==> config.mk <==
export PLATFORM = sky130hd
export DESIGN_NAME = pipeline_hazard_ctrl
export DESIGN_NICKNAME = d
export VERILOG_FILES = /design/src/rtl/pipeline_hazard_ctrl.sv
export SDC_FILE = /design/constraint.sdc
export NUM_CORES = 1
export LEC_CHECK = 0
export ABC_AREA = 1
export CAP_MARGIN = 20
export CORE_ASPECT_RATIO = 1.4
export CORE_MARGIN = 2
export CORE_UTILIZATION = 43
export DETAILED_ROUTE_END_ITERATION = 10
export PLACE_DENSITY = 0.89
export SYNTH_ARGS = -nofsm -noshare
export SYNTH_HDL_FRONTEND = slang
export SYNTH_SLANG_ARGS = --single-unit
==> constraint.sdc <==
create_clock -name clk_i -period 1.5 [get_ports clk_i]
set_input_delay 0.45 -clock clk_i [delete_from_list [all_inputs] [get_ports clk_i]]
set_output_delay 0.45 -clock clk_i [all_outputs]
set_load 0.01 [all_outputs]
==> src/rtl/pipeline_hazard_ctrl.sv <==
// Stall-side hazard control: load-use bubble, dcache freeze, stall watchdog.
// Define HAZARD_PERF_CNT_EN to build the stall-cycle and load-use counters.
module pipeline_hazard_ctrl #(
    parameter int unsigned MAX_STALL_CYCLES = 1024
) (
    input  logic        clk_i,
    input  logic        rst_i,
    input  logic [4:0]  Read_Register_1_ID_i,
    input  logic [4:0]  Read_Register_2_ID_i,
    input  logic [4:0]  Write_Register_EX_i,
    input  logic        MemRead_EX_i,
    input  logic        Mem_Stall_i,
    output logic        PC_Write_o,
    output logic        IF_ID_Write_o,
    output logic        ID_EX_Bubble_o,
    output logic        Pipeline_Stall_o,
    output logic        Stall_Timeout_o,
    output logic [15:0] Mem_Miss_Count_o,
    output logic [31:0] Stall_Cycle_Count_o,
    output logic [15:0] Load_Use_Count_o
);

    localparam int WD_W = $clog2(MAX_STALL_CYCLES + 1);
    localparam logic [WD_W-1:0] WD_MAX = WD_W'(MAX_STALL_CYCLES);

    typedef enum logic {
        RUN      = 1'b0,
        MEM_WAIT = 1'b1
    } state_e;

    state_e          state_q, state_d;
    logic [WD_W-1:0] wd_q, wd_d;
    logic            timeout_q, timeout_d;
    logic [15:0]     miss_q, miss_d;
    logic            lu;

    assign lu = MemRead_EX_i && (Write_Register_EX_i != 5'd0) &&
                ((Write_Register_EX_i == Read_Register_1_ID_i) ||
                 (Write_Register_EX_i == Read_Register_2_ID_i));

    // A dcache stall freezes EX as well, so a pending load-use waits it out.
    always_comb begin
        PC_Write_o       = 1'b1;
        IF_ID_Write_o    = 1'b1;
        ID_EX_Bubble_o   = 1'b0;
        Pipeline_Stall_o = 1'b0;
        if (rst_i) begin
            PC_Write_o    = 1'b1;
            IF_ID_Write_o = 1'b1;
        end else if (Mem_Stall_i) begin
            Pipeline_Stall_o = 1'b1;
            PC_Write_o       = 1'b0;
            IF_ID_Write_o    = 1'b0;
        end else if (lu) begin
            PC_Write_o     = 1'b0;
            IF_ID_Write_o  = 1'b0;
            ID_EX_Bubble_o = 1'b1;
        end
    end

    always_comb begin
        state_d   = state_q;
        miss_d    = miss_q;
        wd_d      = wd_q;
        timeout_d = timeout_q;
        unique case (state_q)
            RUN:      if (Mem_Stall_i) state_d = MEM_WAIT;
            MEM_WAIT: if (!Mem_Stall_i) state_d = RUN;
            default:  state_d = RUN;
        endcase
        if (state_q == RUN && Mem_Stall_i && miss_q != 16'hFFFF) begin
            miss_d = miss_q + 16'd1;
        end
        if (Mem_Stall_i) begin
            if (wd_q == WD_MAX) begin
                timeout_d = 1'b1;
            end else begin
                wd_d = wd_q + WD_W'(1);
            end
        end else begin
            wd_d = '0;
        end
    end

    always_ff @(posedge clk_i) begin
        if (rst_i) begin
            state_q   <= RUN;
            wd_q      <= '0;
            timeout_q <= 1'b0;
            miss_q    <= '0;
        end else begin
            state_q   <= state_d;
            wd_q      <= wd_d;
            timeout_q <= timeout_d;
            miss_q    <= miss_d;
        end
    end

    assign Stall_Timeout_o  = timeout_q;
    assign Mem_Miss_Count_o = miss_q;

`ifdef HAZARD_PERF_CNT_EN
    logic [31:0] cyc_q, cyc_d;
    logic [15:0] lucnt_q, lucnt_d;

    always_comb begin
        cyc_d   = cyc_q;
        lucnt_d = lucnt_q;
        if (Mem_Stall_i) begin
            cyc_d = cyc_q + 32'd1;
        end
        if (ID_EX_Bubble_o && lucnt_q != 16'hFFFF) begin
            lucnt_d = lucnt_q + 16'd1;
        end
    end

    always_ff @(posedge clk_i) begin
        if (rst_i) begin
            cyc_q   <= '0;
            lucnt_q <= '0;
        end else begin
            cyc_q   <= cyc_d;
            lucnt_q <= lucnt_d;
        end
    end

    assign Stall_Cycle_Count_o = cyc_q;
    assign Load_Use_Count_o    = lucnt_q;
`else
    assign Stall_Cycle_Count_o = 32'd0;
    assign Load_Use_Count_o    = 16'd0;
`endif

endmodule

==> results.yml <==
worst_setup_path:
  arrival_ps: 1200
  path_cells: "buf_8 > nor2_1 > nand4_1 > nand3_1 > inv_1 > a21oi_2 > buf_2"
  crit_fanout: 5
  ff2ff_setup_slack_ps: 30
  slowest_stage: "a21oi_2"
  critPathLaunchType: "input port"
  r2r-end: "Mem_Miss_Count_o[2]$_SDFFE_PP0P_"
  critPathKind: "input port to primary output"
  reg2reg_depth: 9
  end_kind: "primary output"
  worstPathRequired_ps: 1050
  cpPeakStageDelay_ps: 150
  reg2reg_from: "Mem_Miss_Count_o[6]$_SDFFE_PP0P_"
  critPathTopFamily: "buffers and inverters"
  path_buf_inv: 3
place:
  dp_hpwl_um: 3360
  place_ws_ps: -1090
  io_buffers: 39
  dpl_cell_area_sq_mm: 0.00250
  place.gp.congestion: 0.850
cts:
  clk_latency_ps: 280
  cts.sinks: 29
  htreeDepth: 2
  clockBufferDepth: 2
  postCtsSetupRepairBufs: 0
  holdBufCountCts: 0
  cts_buffers: 5
  path_clk_slew_ps: 60
  root_buffer: "clkbuf_8"
  cts_tree: "done"
sta:
  clock_skew_ps: 7.98
  clock.fmax_ghz: 0.607
  period_needed_ps: 1650
  setup_slack_ps: -147
  setup_viol: 3
  fin_crit_sh: 1.10
  rsz0062_at_grt: "yes"
  hold_viol: 0
  drv_slew: 0
floorplanning:
  rows: 30
  initial_core_util: 0.443
  core_sq_mm: 0.00484
  die_h_um: 87.6
  io_pins: 88
  dieArea_sq_mm: 0.00558
  die_w_um: 63.7
run_status:
  status: "complete, but fails checks"
  violations: "setup timing"
cells_and_area:
  fin_nets: 418
  diodes: 0
  fin_area_sq_mm: 0.00260
  syn2layout_area_growth_pct: 21.4
  drive_gt1_frac: 0.207
detailed_routing:
  drcViolationCount: 0
  routed_via_density: 4.52
  vias: 2078
  wirelength_um: 4510
  drt_iter0_drc: 83
  ant_nets: 0
  dr.pass1.iters: 4
  drt-wirelength-per-cell_um: 9.80
grt:
  antenna_found_initial: 0
  grt_pass1_wl_um: 6880
  grt_pass1_vias: 1744
  grt_remaining_overflow: 0
  track_usage: 0.153
  grt_max_degree: 18
pwr:
  power.density_mw_per_mm2: 679
  power_mw: 1.77
  ir_drop_v: 0.000400
  p_leak_nw: 1.33
hold_path:
  min_from: "Mem_Stall_i"
  hold_path_end: "state_q$_DFF_P_"
  hp-class: "input port to register"
  min_path_cells: 3
synth:
  synth-seq-cells: 29
  yosysWarnings: 0
  synth_cell_types: 26
  synthCells: 343
  synth_area_per_cell_sq_um: 6.25
  yosysSeqAreaShare: 0.271
  syn-cell-area_sq_mm: 0.00214
job:
  maxCapViolations: 0
## tightest hold or removal path, cell delays in order
cell,delay [ps]
clkbuf_2,100
inv_2,70
nor2_4,50
## routing by layer
layer	share of wire	global-route usage	up-vias	routed length [um]
met5	0	0	-	0
met4	0.033	0.0731	0	148
met3	0.066	0.0373	14	296
met2	0.53	0.300	84	2410
met1	0.37	0.148	923	1660
li1	-	-	1057	-
## cell type report
cell class / count / area [sq um]
Fill cell: 503 / 2240
Multi-Input combinational cell: 270 / 1280
Sequential cell: 29 / 586
Timing Repair Buffer: 49 / 418
Inverter: 41 / 158
Clock buffer: 7 / 86.3
Tap cell: 64 / 80.1
## power breakdown
| group | switching [mW] | internal, mW |
|---|---|---|
| Combinational | 0.189 | 0.124 |
| Sequential | 0.0145 | 0.788 |
| Clock | 0.290 | 0.363 |
## sequential cells by signal, summed over array words and instances (netlist names)
name              flops
Mem_Miss_Count_o     16
wd_q                 11
Stall_Timeout_o       1
state_q               1
## metrics by stage
step	hold slack, ps	instances	setup TNS (ps)	utilization
2_1_floorplan	442	390	-55.1	-
3_3_place_gp	454	453	-11440	0.516
3_5_place_dp	458	453	-12200	0.516
4_1_cts	471	460	-534	0.520
5_1_grt	456	460	-1270	0.538
6_report	441	460	-433	0.538
## how the worst max path moves through the flow
stage / to / cells after the start / start / slack (ps)
6_report: PC_Write_o / 7 / Write_Register_EX_i[0] / -150
5_1_grt: ID_EX_Bubble_o / 10 / Write_Register_EX_i[1] / -250
4_1_cts: ID_EX_Bubble_o / 9 / Read_Register_2_ID_i[0] / -210
3_5_place_dp: ID_EX_Bubble_o / 10 / Write_Register_EX_i[0] / -1090
3_3_place_gp: ID_EX_Bubble_o / 10 / Write_Register_EX_i[1] / -1050
2_1_floorplan: PC_Write_o / 8 / Read_Register_2_ID_i[0] / -60
## placed cells by master (no fill, tap or decap), types with 4 or more instances in the layout
master	count
nand2_1	87
nor2_1	56
conb_1	48
inv_1	29
dfxtp_1	25
dlygate4sd2_1	18
nand3_1	17
buf_6	10
inv_2	9
a21oi_1	9
buf_2	9
buf_4	9
nand2_2	8
nor2_2	8
nor2_4	6
o21ai_0	6
clkbuf_8	6
dfxtp_2	4
nand4_1	4
xor2_1	4
## cell usage after synthesis
cell type	n	area [sq um]
nor2_1	62	233
nand3b_1	1	7.51
nand3_1	18	90.1
nand2_2	2	12.5
inv_1	36	135
conb_1	1	3.75
nor2_2	4	25.0
o21bai_1	1	7.51
nand2_4	2	22.5
nor4_1	1	6.26
clkinv_1	2	7.51
ha_1	3	37.5
nand2_1	93	349
dfxtp_1	29	581
a31oi_1	1	6.26
inv_2	3	11.3
xor2_1	4	35.0
buf_4	49	368
nor3_4	1	16.3
xnor2_1	3	26.3
o21ai_0	6	30.0
nor3_1	2	10.0
nor2_4	4	45.0
clkbuf_1	1	3.75
a21oi_1	10	50.1
nand4_1	4	25.0
## repair_timing
action,4_1_cts,5_1_grt
pin swaps,28,24
resized for setup,112,33
endpoints found under the setup margin,34,23
## logic make-up (layout without fill, tap and decap cells)
logic type | count (synthesis) | in the layout | synth area share
compound gates | 18 | 18 | 0.0438
xor+xnor | 7 | 7 | 0.0286
fa+ha+maj | 3 | 3 | 0.0175
buf+inv | 91 | 97 | 0.245
flops | 29 | 29 | 0.271
other cells | 1 | 48 | 0.00175
simple gates | 194 | 194 | 0.393
(Power assumes the default switching activity.)
==> RTL edit 1, RTL diff (same settings) <==
`MAX_STALL_CYCLES`: 1024 -> 2048.
--- a/src/rtl/pipeline_hazard_ctrl.sv
+++ b/src/rtl/pipeline_hazard_ctrl.sv
@@ -3,3 +3,3 @@
 module pipeline_hazard_ctrl #(
-    parameter int unsigned MAX_STALL_CYCLES = 1024
+    parameter int unsigned MAX_STALL_CYCLES = 2048
 ) (
Behaviour: no difference found for any inputs over 10 cycles, from zero or initial values and one cycle with rst_i high; that may be too few to reach the edited logic, so the function may still have changed.
==> RTL edit 1 against the unedited design <==
  * Critical endpoint is now ID_EX_Bubble_o
  * The run still ends with setup timing left
  * Synthesized area up 5.2%
  * Global-route usage up 2.4 points
  * Worst setup slack worse by 0.031 ns
  * Sequential share of layout area down 0.44 points
  * Largest power group unchanged
  * Sequential cell count up 1
  * Final area up 5.9%
  * Power down 3.9%
  * Routed wire length up 8.4%
  * Clock power down 4.0%
  * First-iteration DRC count up 24%
==> RTL edit 1: results (changes against the unedited design) <==
================================================================================
Sequential cell area share                                                 22.1%   -0.44 points
Critical R2R Launch                                                 Mem_Miss_Count_o[1]
Number of multi-input logic gates                                            266   -1.5%
Non-clk buf share                                                          17.9%   +1.9 points
FF+latch count                                                                30   +3.4%
Clock net power                                                       0.000627 W   -4.0%
Result of the run                                                   complete, but fails checks
Met3 Track Usage GR                                                        4.01%   +0.28 points
Wire length of the first global-routing pass                             8340 um   +21%
Met1 layer usage reported by global route                                  17.7%   +2.9 points
Post-Synthesis Cell Area                                               2260 um^2   +5.2%
Global router's overall resource usage                                     17.7%   +2.4 points
Max IR drop VDD                                                           356 uV   -11%
Number of global-route vias before repair                                   2063   +18%
Via count normalized by instance count                                      4.60   +1.8%
Share of cell area taken by multi-input logic gates                        48.1%   -0.92 points
Number of setup violations in the final report                                 3   unchanged
Count of buffers not belonging to the clock network in the layout             60   +22%
Worst slack after detailed placement                                    -1.09 ns   +0.000390 ns
Launching instance or port of the critical path                     Read_Register_1_ID_i[1]
Share of the yosys chip area belonging to registers                        26.6%   -0.45 points
Max FO, Critical Path                                                          2   -3
Detailed route wirelength on metal2                                      2730 um   +13%
Number of logic inverters in the finished layout                              44   +7.3%
Post-synthesis average cell area                                       6.56 um^2   +4.9%
Non-Filler Instances                                                         473   +2.8%
Clock Skew                                                            0.00742 ns   -0.000559 ns
Proportion of layout cells with a drive suffix above 1                     23.3%   +2.6 points
Fin Setup TNS                                                          -0.484 ns   -0.0503 ns
Violations in the final reports                                     setup timing
Post-detailed-route wirelength per cell                                  10.3 um   +5.4%
GR Util met2                                                               33.4%   +3.4 points
Family with the most delay on the worst path                        simple AND/OR/NAND/NOR gates
Final #Nets                                                                  429   +2.6%
Fill cells                                                                   506   +0.60%
Sw Pwr                                                                0.000482 W   -2.2%
Metal1 wirelength                                                        1830 um   +10%
Final weighted congestion in routability-driven placement                  0.912   +7.4%
Top post-synthesis cells by count                                   nand2_1, nor2_1, buf_4
Largest net degree at the start of global routing                             14   -4
Slowest stage cell on the critical path                                   xor2_1
Crit path DAT                                                            1.23 ns   +0.03 ns
Final setup margin                                                     -0.178 ns   -0.0308 ns
Post-detailed-placement cell area                                      2670 um^2   +6.8%
================================================================================
==> RTL edit 1: path summary, 6_finish.rpt <==
path,end,slack [ns],cells past startpoint
worst max-delay path,ID_EX_Bubble_o,-0.18,8
worst min-delay path,Stall_Timeout_o,0.45,2
worst max register to register,Mem_Miss_Count_o[11],0.09,9
worst min register to register,Stall_Timeout_o,0.45,2
==> RTL edit 1: logic make-up after synthesis <==
kind of cell / share of synthesized area (%)
AND/OR/NAND/NOR: 35.7
other: 0.166
adder cells (fa/ha/maj): 1.66
buffers and inverters: 24.6
flip-flops: 26.6
AO/OA/AOI/OAI: 7.77
XOR/XNOR: 3.49
==> RTL edit 1: worst reg2reg max path: cells and delay by family (launching register included) <==
| kind | cells | cell delay [ns] |
|---|---|---|
| simple gates | 6 | 0.59 |
| flops | 1 | 0.35 |
| fa+ha+maj | 1 | 0.21 |
| compound gates | 1 | 0.14 |
| buf+inv | 1 | 0.06 |
==> RTL edit 2, RTL diff (same settings) <==
Made on the original files. Register the output `Mem_Miss_Count_o` once more, cleared by the reset; this adds one clock of latency there. The other outputs are not delayed to match.
--- a/src/rtl/pipeline_hazard_ctrl.sv
+++ b/src/rtl/pipeline_hazard_ctrl.sv
@@ -99,3 +99,9 @@
     assign Stall_Timeout_o  = timeout_q;
-    assign Mem_Miss_Count_o = miss_q;
+    always_ff @(posedge clk_i) begin
+        if (rst_i) begin
+            Mem_Miss_Count_o <= '0;
+        end else begin
+            Mem_Miss_Count_o <= miss_q;
+        end
+    end
 
Function: changed (a bounded check fails within 4 cycles, from zero or initial values and one cycle with rst_i high).
==> RTL edit 2 against the unedited design <==
  * The flow still finishes with violations (setup timing)
  * Count of clock-buffer cells in the layout unchanged
  * Final area increased by 17%
  * Die area increased by 16%
  * Clock skew about the same
  * Synthesized area increased by 17%
  * Worst setup slack got worse by 0.095 ns
  * Power increased by 31%
  * Combinational power decreased by 6%
  * Clock power increased by 24%
  * Sequential cell count increased by 16
  * Routed wire length increased by 19%
  * Largest cell class unchanged
==> RTL edit 2: results (changes against the unedited design) <==
================================================================================
Result of the run                                                   complete, but fails checks
Violations in the final reports                                     setup timing
Post-route total power                                                 0.00232 W   +31%
Number of placed instances, taps included                                    470   +3.8%
Non-clk buf share                                                          15.7%   -0.38 points
Crit path DAT                                                            1.29 ns   +0.09 ns
Clock Skew                                                            0.00776 ns   -0.000225 ns
Sequential group power                                                 0.00122 W   +52%
Share of cell area taken by multi-input logic gates                        43.4%   -5.6 points
Proportion of layout cells with a drive suffix above 1                     20.6%   -0.076 points
Number of setup violations in the final report                                 3   unchanged
Post-detailed-placement cell area                                      2890 um^2   +16%
Largest cells by area after synthesis                               dfxtp_1, buf_4, nor2_1
Clock buf/inv share                                                        3.31%   about the same
Clock-pin transition on the worst setup and hold timing paths            0.08 ns   +0.02 ns
Terminus of the critical flop-to-flop path                            miss_q[14]
Worst hold start                                                    Stall_Timeout_o
WL final                                                                 5390 um   +19%
Sinks on Clock Net                                                            45   +55%
YS warnings                                                                    0   unchanged
Number of global-route vias before repair                                   2136   +22%
Wire length of the first global-routing pass                             8310 um   +21%
Detailed Place HPWL                                                      3970 um   +18%
Switching share of power                                                   25.0%   -2.9 points
Static power due to leakage                                              1.40 nW   +5.0%
Final Hold Slack                                                        0.464 ns   +0.0227 ns
Max IR drop VDD                                                           404 uV   +1.0%
Share of the yosys chip area belonging to registers                        35.8%   +8.7 points
Worst slack after detailed placement                                    -1.14 ns   -0.0507 ns
Global router's overall resource usage                                     16.7%   +1.4 points
Hold Path Stages                                                               2   -1
Number of unique standard cell types used by synthesis                        28   +7.7%
Top post-synthesis cells by count                                   nor2_1, nand2_1, buf_4
Clock insertion delay at the later pin of the skew report                0.30 ns   +0.02 ns
Sink of the worst hold path                                         Stall_Timeout_o
Fill cells                                                                   534   +6.2%
Clock net power                                                       0.000810 W   +24%
Overall via count from detail_route                                         2258   +8.7%
Number of multi-input logic gates                                            261   -3.3%
Post-synthesis average cell area                                       7.07 um^2   +13%
Number of DRC markers in iteration 0                                         107   +29%
Count of buffers not belonging to the clock network in the layout             56   +14%
Sequential cell area share                                                 29.6%   +7.1 points
Final setup margin                                                     -0.243 ns   -0.0953 ns
Final #Nets                                                                  433   +3.6%
Sequential cell area                                                    905 um^2   +54%
================================================================================
## RTL edit 2: cell families (layout without fill, tap and decap cells)
| logic type | after synthesis | count (layout) | synth area share (%) |
|---|---|---|---|
| other | 1 | 48 | 0.149 |
| AOI/OAI and AO/OA | 28 | 28 | 5.67 |
| adders and majority gates | 3 | 3 | 1.49 |
| buffers and inverters | 97 | 106 | 22.5 |
| DFF | 45 | 45 | 35.8 |
| xor gates and xnor gates | 9 | 9 | 3.13 |
| and+or+nand+nor | 173 | 173 | 31.3 |
## RTL edit 2: metal layers
layer	wire length (um)	GRT usage [%]	part of all wire (%)	up-vias
li1	-	-	-	1124
met1	1880	14.9	35	1029
met2	3000	32.0	56	86
met3	316	3.46	5.9	19
met4	184	10.5	3.4	0
met5	0	0	0	-
## RTL edit 2: critical path: stages
cell	delay (ns)
buf_6	0.09
xor2_2	0.16
nor2_2	0.13
nand3_2	0.08
nand2_2	0.10
nand2_2	0.07
nor2_1	0.07
buf_2	0.13
## RTL edit 2: how the worst max path moves through the flow
stage | start | endpoint | slack, ns | cells past startpoint
floorplan | Read_Register_1_ID_i[1] | PC_Write_o | -0.07 | 6
global placement | Write_Register_EX_i[2] | ID_EX_Bubble_o | -1.02 | 8
detailed placement | Write_Register_EX_i[2] | ID_EX_Bubble_o | -1.14 | 8
CTS | Write_Register_EX_i[2] | ID_EX_Bubble_o | -0.24 | 8
global route | Read_Register_2_ID_i[4] | ID_EX_Bubble_o | -0.29 | 7
finish | Read_Register_2_ID_i[1] | ID_EX_Bubble_o | -0.24 | 8
## RTL edit 2: repair_timing
item | 4_1_cts | 5_1_grt
resized for setup | 113 | 24
pin swaps | 23 | 16
endpoints found under the setup margin | 37 | 10
hold endpoints to repair | 0 | 0
hold buffers | 0 | 0
buffers inserted | 1 | 3
